[config.mk]
export PLATFORM = sky130hd
export DESIGN_NAME = fpu_fp64_mul_sched
export DESIGN_NICKNAME = d
export VERILOG_FILES = /design/src/rtl/fpu_fp64_mul_sched.sv
export SDC_FILE = /design/constraint.sdc
export NUM_CORES = 1
export LEC_CHECK = 0
export ABC_AREA = 1
export CORE_MARGIN = 2
export CORE_UTILIZATION = 24
export DETAILED_ROUTE_END_ITERATION = 10
export PLACE_DENSITY = 0.61
export SYNTH_ARGS = -nofsm -noshare
export SYNTH_HDL_FRONTEND = slang
export SYNTH_SLANG_ARGS = --single-unit
[constraint.sdc]
create_clock -name clk -period 4.7 [get_ports clk]
set_input_delay 0.47 -clock clk [delete_from_list [all_inputs] [get_ports clk]]
set_output_delay 0.47 -clock clk [all_outputs]
set_load 0.05 [all_outputs]
[src/rtl/fpu_fp64_mul_sched.sv]
// Round-robin scheduler sharing one FP64 multiplier between two requesters.
// Ports: clk/reset_n; A and B req (valid/ready/srca/srcb); mul_* to multiplier;
//   rsp_valid/ready/id/data to consumer; busy; op_count (completed responses).
module fpu_fp64_mul_sched #(
    parameter int MUL_LAT = 3,
    parameter int CNT_W   = 16
) (
    input  logic             clk,
    input  logic             reset_n,
    input  logic             a_valid,
    output logic             a_ready,
    input  logic [63:0]      a_srca,
    input  logic [63:0]      a_srcb,
    input  logic             b_valid,
    output logic             b_ready,
    input  logic [63:0]      b_srca,
    input  logic [63:0]      b_srcb,
    output logic             mul_enable,
    output logic [63:0]      mul_srca,
    output logic [63:0]      mul_srcb,
    input  logic [63:0]      mul_dst,
    output logic             rsp_valid,
    input  logic             rsp_ready,
    output logic             rsp_id,
    output logic [63:0]      rsp_data,
    output logic             busy,
    output logic [CNT_W-1:0] op_count
);

    localparam int CW = $clog2(MUL_LAT + 1);

    typedef enum logic [1:0] {
        S_IDLE,
        S_BUSY,
        S_DONE
    } state_t;

    state_t        state;
    logic          last_grant;
    logic [CW-1:0] cnt;
    logic [63:0]   op_a;
    logic [63:0]   op_b;
    logic          op_id;

    logic          grant_a;
    logic          grant_b;
    logic          accept;

    // last_grant: 0 = A, 1 = B; a tie goes to the other one.
    always_comb begin
        grant_a = a_valid && (!b_valid || last_grant);
        grant_b = b_valid && (!a_valid || !last_grant);
    end

    // Readies are masked by reset so they read 0 while reset is held.
    assign a_ready = reset_n && (state == S_IDLE) && grant_a;
    assign b_ready = reset_n && (state == S_IDLE) && grant_b;
    assign accept  = (a_valid && a_ready) || (b_valid && b_ready);

    assign mul_enable = (state == S_BUSY);
    assign rsp_valid  = (state == S_DONE);
    assign busy       = (state != S_IDLE);
    assign mul_srca   = op_a;
    assign mul_srcb   = op_b;

    always_ff @(posedge clk or negedge reset_n) begin
        if (!reset_n) begin
            state      <= S_IDLE;
            last_grant <= 1'b1;
            cnt        <= '0;
            op_a       <= '0;
            op_b       <= '0;
            op_id      <= 1'b0;
            rsp_data   <= '0;
            rsp_id     <= 1'b0;
            op_count   <= '0;
        end else begin
            unique case (state)
                S_IDLE: begin
                    if (accept) begin
                        op_a       <= grant_b ? b_srca : a_srca;
                        op_b       <= grant_b ? b_srcb : a_srcb;
                        op_id      <= grant_b;
                        last_grant <= grant_b;
                        cnt        <= CW'(MUL_LAT);
                        state      <= S_BUSY;
                    end
                end
                S_BUSY: begin
                    cnt <= cnt - CW'(1);
                    if (cnt == CW'(1)) begin
                        rsp_data <= mul_dst;
                        rsp_id   <= op_id;
                        state    <= S_DONE;
                    end
                end
                S_DONE: begin
                    if (rsp_ready) begin
                        op_count <= op_count + CNT_W'(1);
                        state    <= S_IDLE;
                    end
                end
                default: state <= S_IDLE;
            endcase
        end
    end

endmodule

* After elaboration in Yosys (flattened, before gate mapping)
Index checks and enable logic that the tools add are counted.
** Operators by class
- Add/subtract/negate cells :: 2
- Equality and inequality tests :: 6
- Multiplexer cells :: 8
- Reduce and logical (&&, ||, !) cells :: 21
** Operator list (number)
- 2-to-1 mux 64 bit :: 2
- adder 16 x 1 -> 16 bit (second input constant) :: 1
- 2-to-1 mux 2 bit :: 4
- AND reduction 2 bit :: 4
- logical AND 1 bit :: 7
- one-hot mux 2 bit (3 select lines) :: 1
- equality test 2 x 1 -> 1 bit (second input constant) :: 2
- != test 2 x 1 -> 1 bit (second input constant) :: 2
- one-hot mux 2 bit (2 select lines) :: 1
- nonzero test 2 bit :: 2
- zero test 1 bit :: 3
- logical OR 1 bit :: 3
- AND reduction 3 bit :: 1
- equality test 2 bit (second input constant) :: 1
- zero test 2 bit :: 1
- != test 2 bit (second input constant) :: 1
- subtractor 2 x 1 -> 2 bit (second input constant) :: 1
** Storage, ports and cells
- Register bits after elaboration :: 215
- Bits of input ports :: 325
- Output and inout bits :: 214
- Word-level logic and storage cells :: 46

* Logic depth before layout (Yosys ltp)
Gate-level depths: netlist of run 1.
- Depth after elaboration :: 8
- Mapped depth :: 9

* Worst setup path before layout of run 1
Ideal clock, no wire load.
- Kind :: input -> register
- Start :: input port a_valid
- End :: register op_a[0] (netlist: mul_srca[0])
- Arrival time :: 1.718 ns
- Setup slack :: 2.864 ns
- Cell stages on the path :: 8
- Buffers on the path :: 2
- Cells stage by stage :: inv_1 o21ai_2 nor2_2 nor2_4 buf_2 buf_2 nand2_1 nand2_1
** On the way
- Longest elaborated chain between the ends :: 7
- Elaborated cells between the ends (all ways) :: 11
- Classes of those cells :: mux: 1; reduce/logical: 10
** Ends and longest elaborated chain
- from (decl) :: line 10 : input logic a_valid,
- zero test 1 bit :: line 52 : grant_b = b_valid && (!a_valid || !last_grant);
- logical OR 1 bit :: line 52
- logical AND 1 bit :: line 52
- logical AND 1 bit :: line 57 : assign b_ready = reset_n && (state == S_IDLE) && grant_b;
- net b_ready :: line 15 : output logic b_ready,
- logical AND 1 bit :: line 58 : assign accept = (a_valid && a_ready) || (b_valid && b_ready);
- logical OR 1 bit :: line 58
- AND reduction 2 bit (no line)
- to (signal assigned) :: line 81 : op_a <= grant_b ? b_srca : a_srca;
- to (decl) :: line 41 : logic [63:0] op_a;
The timed path passes the listed nets, and every way through them passes these cells.
A chain may end at the register's enable or synchronous reset.

* Worst setup path in the final report of run 1
- Start :: input port reset_n
- End :: output port a_ready
** On the way
- Longest elaborated chain between the ends :: 2
** Ends and longest elaborated chain
- from (decl) :: line 9 : input logic reset_n,
- logical AND 1 bit (2 in series) :: line 56 : assign a_ready = reset_n && (state == S_IDLE) && grant_a;
- to (decl) :: line 11 : output logic a_ready,
No other way between the ends.

==> impl_results.md, run 1 <==
* Crit-path cells: dlygate4sd3_1, buf_8, nand3_2, nor3_4, clkdlybuf4s50_1
* Avg WL per Cell at 15.4 um
* Vias in the first global route at 9851
* Fillers at 4147
* CTS tree: yes
* Initial detailed-routing violation count at 354
* Worst skew pair latency at 0.53 ns
* H-tree depth at 1
* I/O Pins at 539
* Port bufs at 538
* Worst Skew at 0.0128 ns
* Detailed Place HPWL at 26900 um
* Final WL at 35700 um
* WP buf/inv at 3
* Critical path startpoint category: input pin
* Detail Route Antenna Nets at 0
* Avg Cell Area, Syn at 7.96 sq um
* Critical Path End Type: output pin
* GRT overflow at 0
* Synth warnings at 0
* Async SR Flop Fraction at 100%
* RSZ-0062 raised after global routing: false
* Total clock sinks at 215
* FP Rows at 74
* Via count at 9767
* GRT Total Usage at 15.8%
* Cts bufs inserted at 25
* Post-Synthesis Cell Area at 9990 sq um
* Synth top area share at 53.6%
* WHS at 0.425 ns
* Pre-Repair DR Iteration Count at 4
* Number of distinct library cells after synthesis at 28
* Die width at 208 um
* Total of max-cap violations at 0
* Synth area leader: dfrtp_1
* Max Buffers Root-to-Sink at 3
* Vias per cell at 4.21
* Fmax at 320 MHz
* Full die area at 43300 sq um
* Largest delay contributor family on the critical path: buffers and inverters
* Final Hold Viols at 0
* Post-synthesis sequential area ratio at 53.9%
* Layout cell share with drive strength beyond 1 at 7.11%
* Setup violators final at 0
* Final slew viol count at 0
* Syn nets at 1581
* Cell area after placement at 15800 sq um
* Residual DRC at 0
* Power consumption at 12000 uW
* Starting density of the core at 24.4%
* Final Core Density at 40.9%
* Synth top area cells: dfrtp_1 54%, nand2_1 31%, mux2_2 7.2%
* Core ar. at 40900 sq um
* GPL Wtd Cong at 0.826
* Setup TNS at 0 ns
* Die Span Y at 208 um
* Design area at 16700 sq um
* Cells after Synth at 1254
* Status: finished clean
* Sequential Area at 5380 sq um
* Worst path slowest cell: clkdlybuf4s50_1
* # nets final at 2095
* Initial antenna violation count at 2
* FF+latch count, synth at 215
* Arr. time, crit path at 2.66 ns
* First-pass GRT wire length at 54900 um
* CP max FO at 45
* Critical path's largest stage delay at 0.86 ns
* Post-synthesis to final-layout area growth at 67.5%
* P_leak at 0.00805 uW
* Hold Crit Class: input pin to asynchronous set/reset pin
* Most frequent cell after synthesis: nand2_1
* Slew @ Worst Pin at 0.844 ns
* CP required at 4.23 ns
* CTS clk-pin slew, worst paths at 0.06 ns
* Worst setup path class: input pin to output pin
* Post-synth top cells: 828 x nand2_1, 214 x dfrtp_1, 64 x mux2_2, 49 x buf_2
* Final Cycle Share at 66.6%
* Power per cell area at 720 nW/um^2
* Top FF cell, synth: dfrtp_1
* Setup bufs post-CTS at 0
* Rel. slew slack at 43.7%
* Maximum number of pins on one net before global-route repair at 132
* Final min period at 3.13 ns
* Post-synth EDFFs at 0
* Peak supply drop at 0.000529 V
* Root buffer cell: clkbuf_16
* Multi-input gate area at 4190 sq um
==> path summary, 6_finish.rpt <==
path	from	end	slack (ns)	depth (start not counted)
hold reg to reg	mul_srca[4]	mul_srca[4]	0.47	2
max in group asynchronous	reset_n	mul_srca[15]	2.48	4
setup reg to reg	cnt[0]	rsp_data[36]	2.50	4
hold / removal	reset_n	rsp_data[59]	0.43	2
setup / recovery	reset_n	a_ready	1.57	5
min in group clk	mul_srca[4]	mul_srca[4]	0.47	2
==> worst reg2reg max path, stage by stage, from the launching register on <==
cell and delay [ns]:
dfrtp_1 0.39, ha_1 0.22, nand2_2 0.42, buf_4 0.58, mux2_2 0.46
==> layer usage <==
metal	vias to the layer above	GRT usage, %	wire, um	part of all wire [%]
li1	4850	-	-	-
met1	4482	18.6	14300	40
met2	384	27.5	17200	48
met3	51	4.72	3150	8.8
met4	0	5.38	1010	2.8
met5	-	0	0	0
==> layout make-up <==
class | instances | share of cell area, %
Clock buffer | 39 | 4.41
Antenna cell | 2 | 0.0299
Inverter | 25 | 0.591
Sequential cell | 215 | 32.2
Timing Repair Buffer | 550 | 32.9
Clock inverter | 6 | 0.800
Tap cell | 532 | 3.98
Multi-Input combinational cell | 951 | 25.1
==> kinds of logic (layout without fill, tap and decap cells) <==
family	count (synthesis)	count (layout)	share of synthesized area, %
simple gates	865	865	33.1
flops	215	215	53.9
buf+inv	88	620	4.22
mux	64	64	7.22
compound gates	14	14	0.777
xor+xnor	6	6	0.526
fa+ha+maj	2	2	0.251
other cells	0	2	0
==> registers in the layout, summed over array words and instances (netlist names) <==
signal	cells
rsp_id	1
op_id	1
cnt	2
mul_srcb	64
op_count	16
rsp_data	64
state	2
mul_srca	64
last_grant	1
==> power breakdown <==
part	internal [uW]	switching (uW)
registers	2690	476
clock network	1290	766
logic	2290	4530
==> per-stage QoR <==
| step | worst slack (ns) | instances |
|---|---|---|
| detailed placement | 2.01 | 2272 |
| global route | 1.47 | 2318 |
| floorplan | 2.86 | 1254 |
| finish | 1.57 | 2320 |
| global placement | 2.01 | 2272 |
| CTS | 1.55 | 2318 |
==> cell usage in the layout, fill, tap and decap left out, types with 3 or more instances in the layout <==
cell type / instances
nand3_1: 3
clkbuf_8: 6
clkbuf_1: 8
nand3b_1: 4
nand2_1: 827
xor2_1: 3
xnor2_1: 3
nor2_1: 22
clkbuf_16: 25
buf_4: 9
inv_1: 21
clkdlybuf4s50_1: 537
dfrtp_1: 214
mux2_2: 64
bufinv_16: 4
o21ai_0: 10
==> repair_timing <==
action                    4_1_cts  5_1_grt
hold buffers                    1        0
resized for setup               0        0
hold endpoints to repair       41        0
(Power assumes the default switching activity.)
==> inputs of run 2 (changes only) <==
PLACE_DENSITY = 0.63   (was 0.61)
clock period = 2.85 ns   (was 4.7 ns; I/O delays follow)
==> run 2 against run 1 <==
Compared with the run above:
- worst hold slack worse by 0.062 ns
- total power increased by 64%
- register-to-register slack got worse by 1.7 ns
- core utilization grew 0.15 points
- cell area grew 0.37%
==> impl_results.md, run 2 (synthesized netlist as in run 1, its figures left out) <==
* Pre-CTS setup slack at 0.640 ns
* Max Buffers Root-to-Sink at 3
* CTS clk-pin slew, worst paths at 0.06 ns
* Port bufs at 538
* Arr. time, crit path at 2.05 ns
* Rel. slew slack at 47.3%
* Most common cell after layout, fill and taps aside: nand2_1
* Critical Path End Type: output pin
* Vias per cell at 4.16
* Setup violators final at 0
* Initial detailed-routing violation count at 492
* Via count at 9654
* Worst setup path class: flip-flop to output pin
* CP max FO at 4
* RSZ-0062 raised after global routing: false
* Critical path's largest stage delay at 0.89 ns
* Layout cell share with drive strength beyond 1 at 7.49%
* Full die area at 43300 sq um
* Starting density of the core at 24.4%
* Maximum number of pins on one net before global-route repair at 129
* Total of max-cap violations at 0
* Final worst slack at 0.511 ns
* GPL Wtd Cong at 0.807
* Status: finished clean
* Slew @ Worst Pin at 0.790 ns
* First-pass GRT wire length at 53200 um
* Detailed Place HPWL at 26000 um
* # nets final at 2097
* Cts bufs inserted at 26
* Worst path slowest cell: clkdlybuf4s50_1
* GRT overflow at 0
* Detail Route Antenna Nets at 0
* Most frequent cells in the layout: 827 x nand2_1, 535 x clkdlybuf4s50_1, 214 x dfrtp_1
* Number of diodes at 0
* Final slew viol count at 0
* Worst Min Path Start: mul_dst[55]
* Vias in the first global route at 9700
* Final Hold Viols at 0
* FP Rows at 74
* Pre-Repair DR Iteration Count at 4
* Root buffer cell: clkbuf_16
* Peak supply drop at 0.000580 V
* H-tree depth at 1
* Setup TNS at 0 ns
* Avg WL per Cell at 14.9 um
* GRT Total Usage at 15.3%
* Die Span Y at 208 um
* Core ar. at 40900 sq um
* CP required at 2.57 ns
* Power per cell area at 1180 nW/um^2
* Worst skew pair latency at 0.53 ns
* Crit-path cells: inv_2, nor2_2, clkdlybuf4s50_1
* Reg-to-Reg Start: last_grant
* Initial antenna violation count at 0
* Die width at 208 um
* Fmax at 428 MHz
* P_leak at 0.00808 uW
* Post-synthesis to final-layout area growth at 68.1%
* Residual DRC at 0
* Hold Crit Class: input pin to flip-flop
* Worst Skew at 0.00952 ns
* CTS tree: yes
* Final Cycle Share at 82.1%
* Total clock sinks at 215
* I/O Pins at 539
* Final min period at 2.34 ns
* Worst setup path startpoint: state[0]
* Final WL at 34500 um
* Critical path startpoint category: flip-flop
==> run 2: changes by cell type in the layout (fill, tap and decap cells not counted), sizes merged, moves of 2 or more <==
cell,delta
bufinv,-3
buf,+3
clkinv,+3
clkdlybuf4s50,-2
clkbuf,+2
diode,-2
==> run 2: worst paths after layout <==
kind	to	slack, ns	cells past startpoint
worst max-delay path	mul_enable	0.51	3
worst min-delay path	rsp_data[55]	0.36	2
worst max register to register	mul_srcb[7]	0.83	8
worst min register to register	mul_srca[54]	0.48	2
max in group asynchronous	mul_srcb[47]	1.21	4
min in group asynchronous	rsp_data[15]	0.45	3
==> run 2: metal layers <==
layer	global-route usage [%]	share of wire [%]	routed length (um)	vias to the layer above
met3	4.32	8.3	2880	49
met4	5.60	3.2	1120	0
met5	0	0	0	-
met2	26.7	48	16700	398
li1	-	-	-	4852
met1	17.8	40	13800	4355
==> run 2: area by class of cell <==
cell class | count | area, sq um
multi-input combinational | 951 | 4190
tap | 532 | 666
fill | 4092 | 24100
clock buffer | 41 | 808
timing repair buffer | 551 | 5570
inverter | 25 | 98.8
sequential | 215 | 5380
clock inverter | 6 | 65.1
==> run 2: critical path, delay by kind of cell, from the launching register on <==
kind | cells | cell delay, ns
DFF | 1 | 0.38
and+or+nand+nor | 1 | 0.17
buffers and inverters | 2 | 0.97
==> run 2: power by group <==
part	internal [uW]	total (uW)	switching, uW	leakage [uW]
combinational	3810	11300	7460	0.00500
clock	2030	3320	1300	0.000428
sequential	4440	5210	769	0.00266
==> run 2: metrics by stage <==
step	total power, uW	util [%]	area, sq um	std cells	hold WS, ns
3_3_place_gp	16500	38.9	15900	2273	0.407
5_1_grt	20800	41.0	16800	2321	0.343
4_1_cts	20000	41.0	16800	2321	0.330
3_5_place_dp	16600	38.9	15900	2273	0.410
6_report	19800	41.0	16800	2321	0.364
2_1_floorplan	12400	-	9990	1254	-0.0106
==> run 2: timing repair <==
item	in CTS	in global routing
endpoints found under the hold margin	100	0
gates resized for setup	0	0
hold buffers	1	0
setup buffers	0	0
==> inputs of run 3 (changes only) <==
PLACE_DENSITY = 0.61   (was 0.63)
clock period = 2.3 ns   (was 2.85 ns; I/O delays follow)
==> run 3 against run 2 <==
Compared with the run above:
- cell area grew 0.80%
- core utilization increased by 0.33 points
- first-iteration DRC count shrank 26%
- non-clock buffer count is 14 higher
- routed wire length up 3.6%
- critical path type unchanged
- sequential share of layout area fell by 0.26 points
- largest power group unchanged
- global-route usage rose by 0.78 points
- worst setup slack got worse by 0.40 ns
==> impl_results.md, run 3 (synthesized netlist as in run 1, its figures left out) <==
* Avg WL per Cell at 15.3 um
* CP max FO at 4
* RSZ-0062 raised after global routing: false
* Setup bufs post-CTS at 0
* WHS at 0.295 ns
* Rel. slew slack at 55.6%
* Initial antenna violation count at 1
* Core ar. at 40900 sq um
* Port bufs at 538
* Hold depth at 2
* Final worst slack at 0.109 ns
* H-tree depth at 1
* Worst skew pair latency at 0.54 ns
* Power per cell area at 1450 nW/um^2
* Critical Path End Type: output pin
* Root buffer cell: clkbuf_16
* CP required at 2.07 ns
* Final WL at 35700 um
* Layout cell share with drive strength beyond 1 at 8.04%
* FP Rows at 74
* Max Buffers Root-to-Sink at 3
* Residual DRC at 0
* Most common cell after layout, fill and taps aside: nand2_1
* Worst setup path class: flip-flop to output pin
* Full die area at 43300 sq um
* Total clock sinks at 215
* Starting density of the core at 24.4%
* Sequential Area at 5380 sq um
* P_leak at 0.00816 uW
* Final slew viol count at 0
* Total of max-cap violations at 0
* Final Cycle Share at 95.3%
* Fmax at 456 MHz
* Final Hold Viols at 0
* Pre-Repair DR Iteration Count at 5
* Setup violators final at 0
* GRT Total Usage at 16.1%
* Maximum number of pins on one net before global-route repair at 113
* Via count at 9735
* Vias per cell at 4.17
* Hold Crit Class: input pin to flip-flop
* Initial detailed-routing violation count at 364
* Worst Skew at 0.0255 ns
* Fillers at 4099
* CTS tree: yes
* Multi-input gate area at 4190 sq um
* Pre-CTS setup slack at 0.151 ns
* # nets final at 2111
* Worst Reg-to-Reg Cells at 8
* Detail Route Antenna Nets at 0
* CTS clk-pin slew, worst paths at 0.06 ns
* Critical path startpoint category: flip-flop
* Die width at 208 um
* Peak supply drop at 0.000618 V
* Status: finished clean
* First-pass GRT wire length at 55700 um
* GPL Wtd Cong at 0.825
* Slew @ Worst Pin at 0.666 ns
* Detailed Place HPWL at 27500 um
* Die Span Y at 208 um
* Post-synthesis to final-layout area growth at 69.4%
* Most frequent cells in the layout: 827 x nand2_1, 533 x clkdlybuf4s50_1, 214 x dfrtp_1
* Final min period at 2.19 ns
* I/O Pins at 539
* Setup TNS at 0 ns
* Vias in the first global route at 10100
* Arr. time, crit path at 1.96 ns
* Cts bufs inserted at 26
* GRT overflow at 0
## run 3: layout make-up
type,instances,share of cell area [%]
Clock buffer,41,4.47
Antenna cell,1,0.0148
Sequential cell,215,31.8
Inverter,25,0.584
Multi-Input combinational cell,951,24.8
Clock inverter,6,0.407
Timing Repair Buffer,565,34.0
Tap cell,532,3.93
## run 3: power breakdown
| part | switching (uW) | internal, uW |
|---|---|---|
| registers | 949 | 5510 |
| clock network | 1570 | 2360 |
| logic | 9340 | 4880 |
| total | 11900 | 12700 |
## run 3: path summary, 6_finish.rpt
path | to | from | slack [ns]
worst max register to register | mul_srcb[40] | last_grant | 0.39
min in group asynchronous | state[0] | reset_n | 0.35
worst max-delay path | busy | state[1] | 0.11
worst min register to register | mul_srca[59] | mul_srca[59] | 0.48
worst min-delay path | rsp_data[46] | mul_dst[46] | 0.30
max in group asynchronous | mul_srca[18] | reset_n | 0.92
## run 3: critical path: stages, from the launching register on
cell and delay (ns):
dfrtp_1 0.40, inv_2 0.07, nand2_1 0.11, clkdlybuf4s50_1 0.84
## run 3: what timing repair did
action                                 4_1_cts  5_1_grt
setup endpoints to repair                    0        1
hold buffers                                 1        0
gates resized for setup                      0        1
endpoints found under the hold margin      111        0
## run 3: per-stage QoR
step | std cells | util [%] | cell area [sq um] | power, uW
2_1_floorplan | 1254 | - | 9990 | 15300
3_5_place_dp | 2287 | 39.3 | 16100 | 20900
5_1_grt | 2335 | 41.3 | 16900 | 25900
6_report | 2336 | 41.3 | 16900 | 24600
3_3_place_gp | 2287 | 39.3 | 16100 | 20700
4_1_cts | 2335 | 41.3 | 16900 | 25000
## run 3: routing by layer
metal	vias up	wire length (um)	GRT usage [%]
met5	-	0	0
met4	0	1080	5.58
met3	51	2890	4.60
met2	388	17700	28.5
met1	4416	14100	18.5
li1	4880	-	-
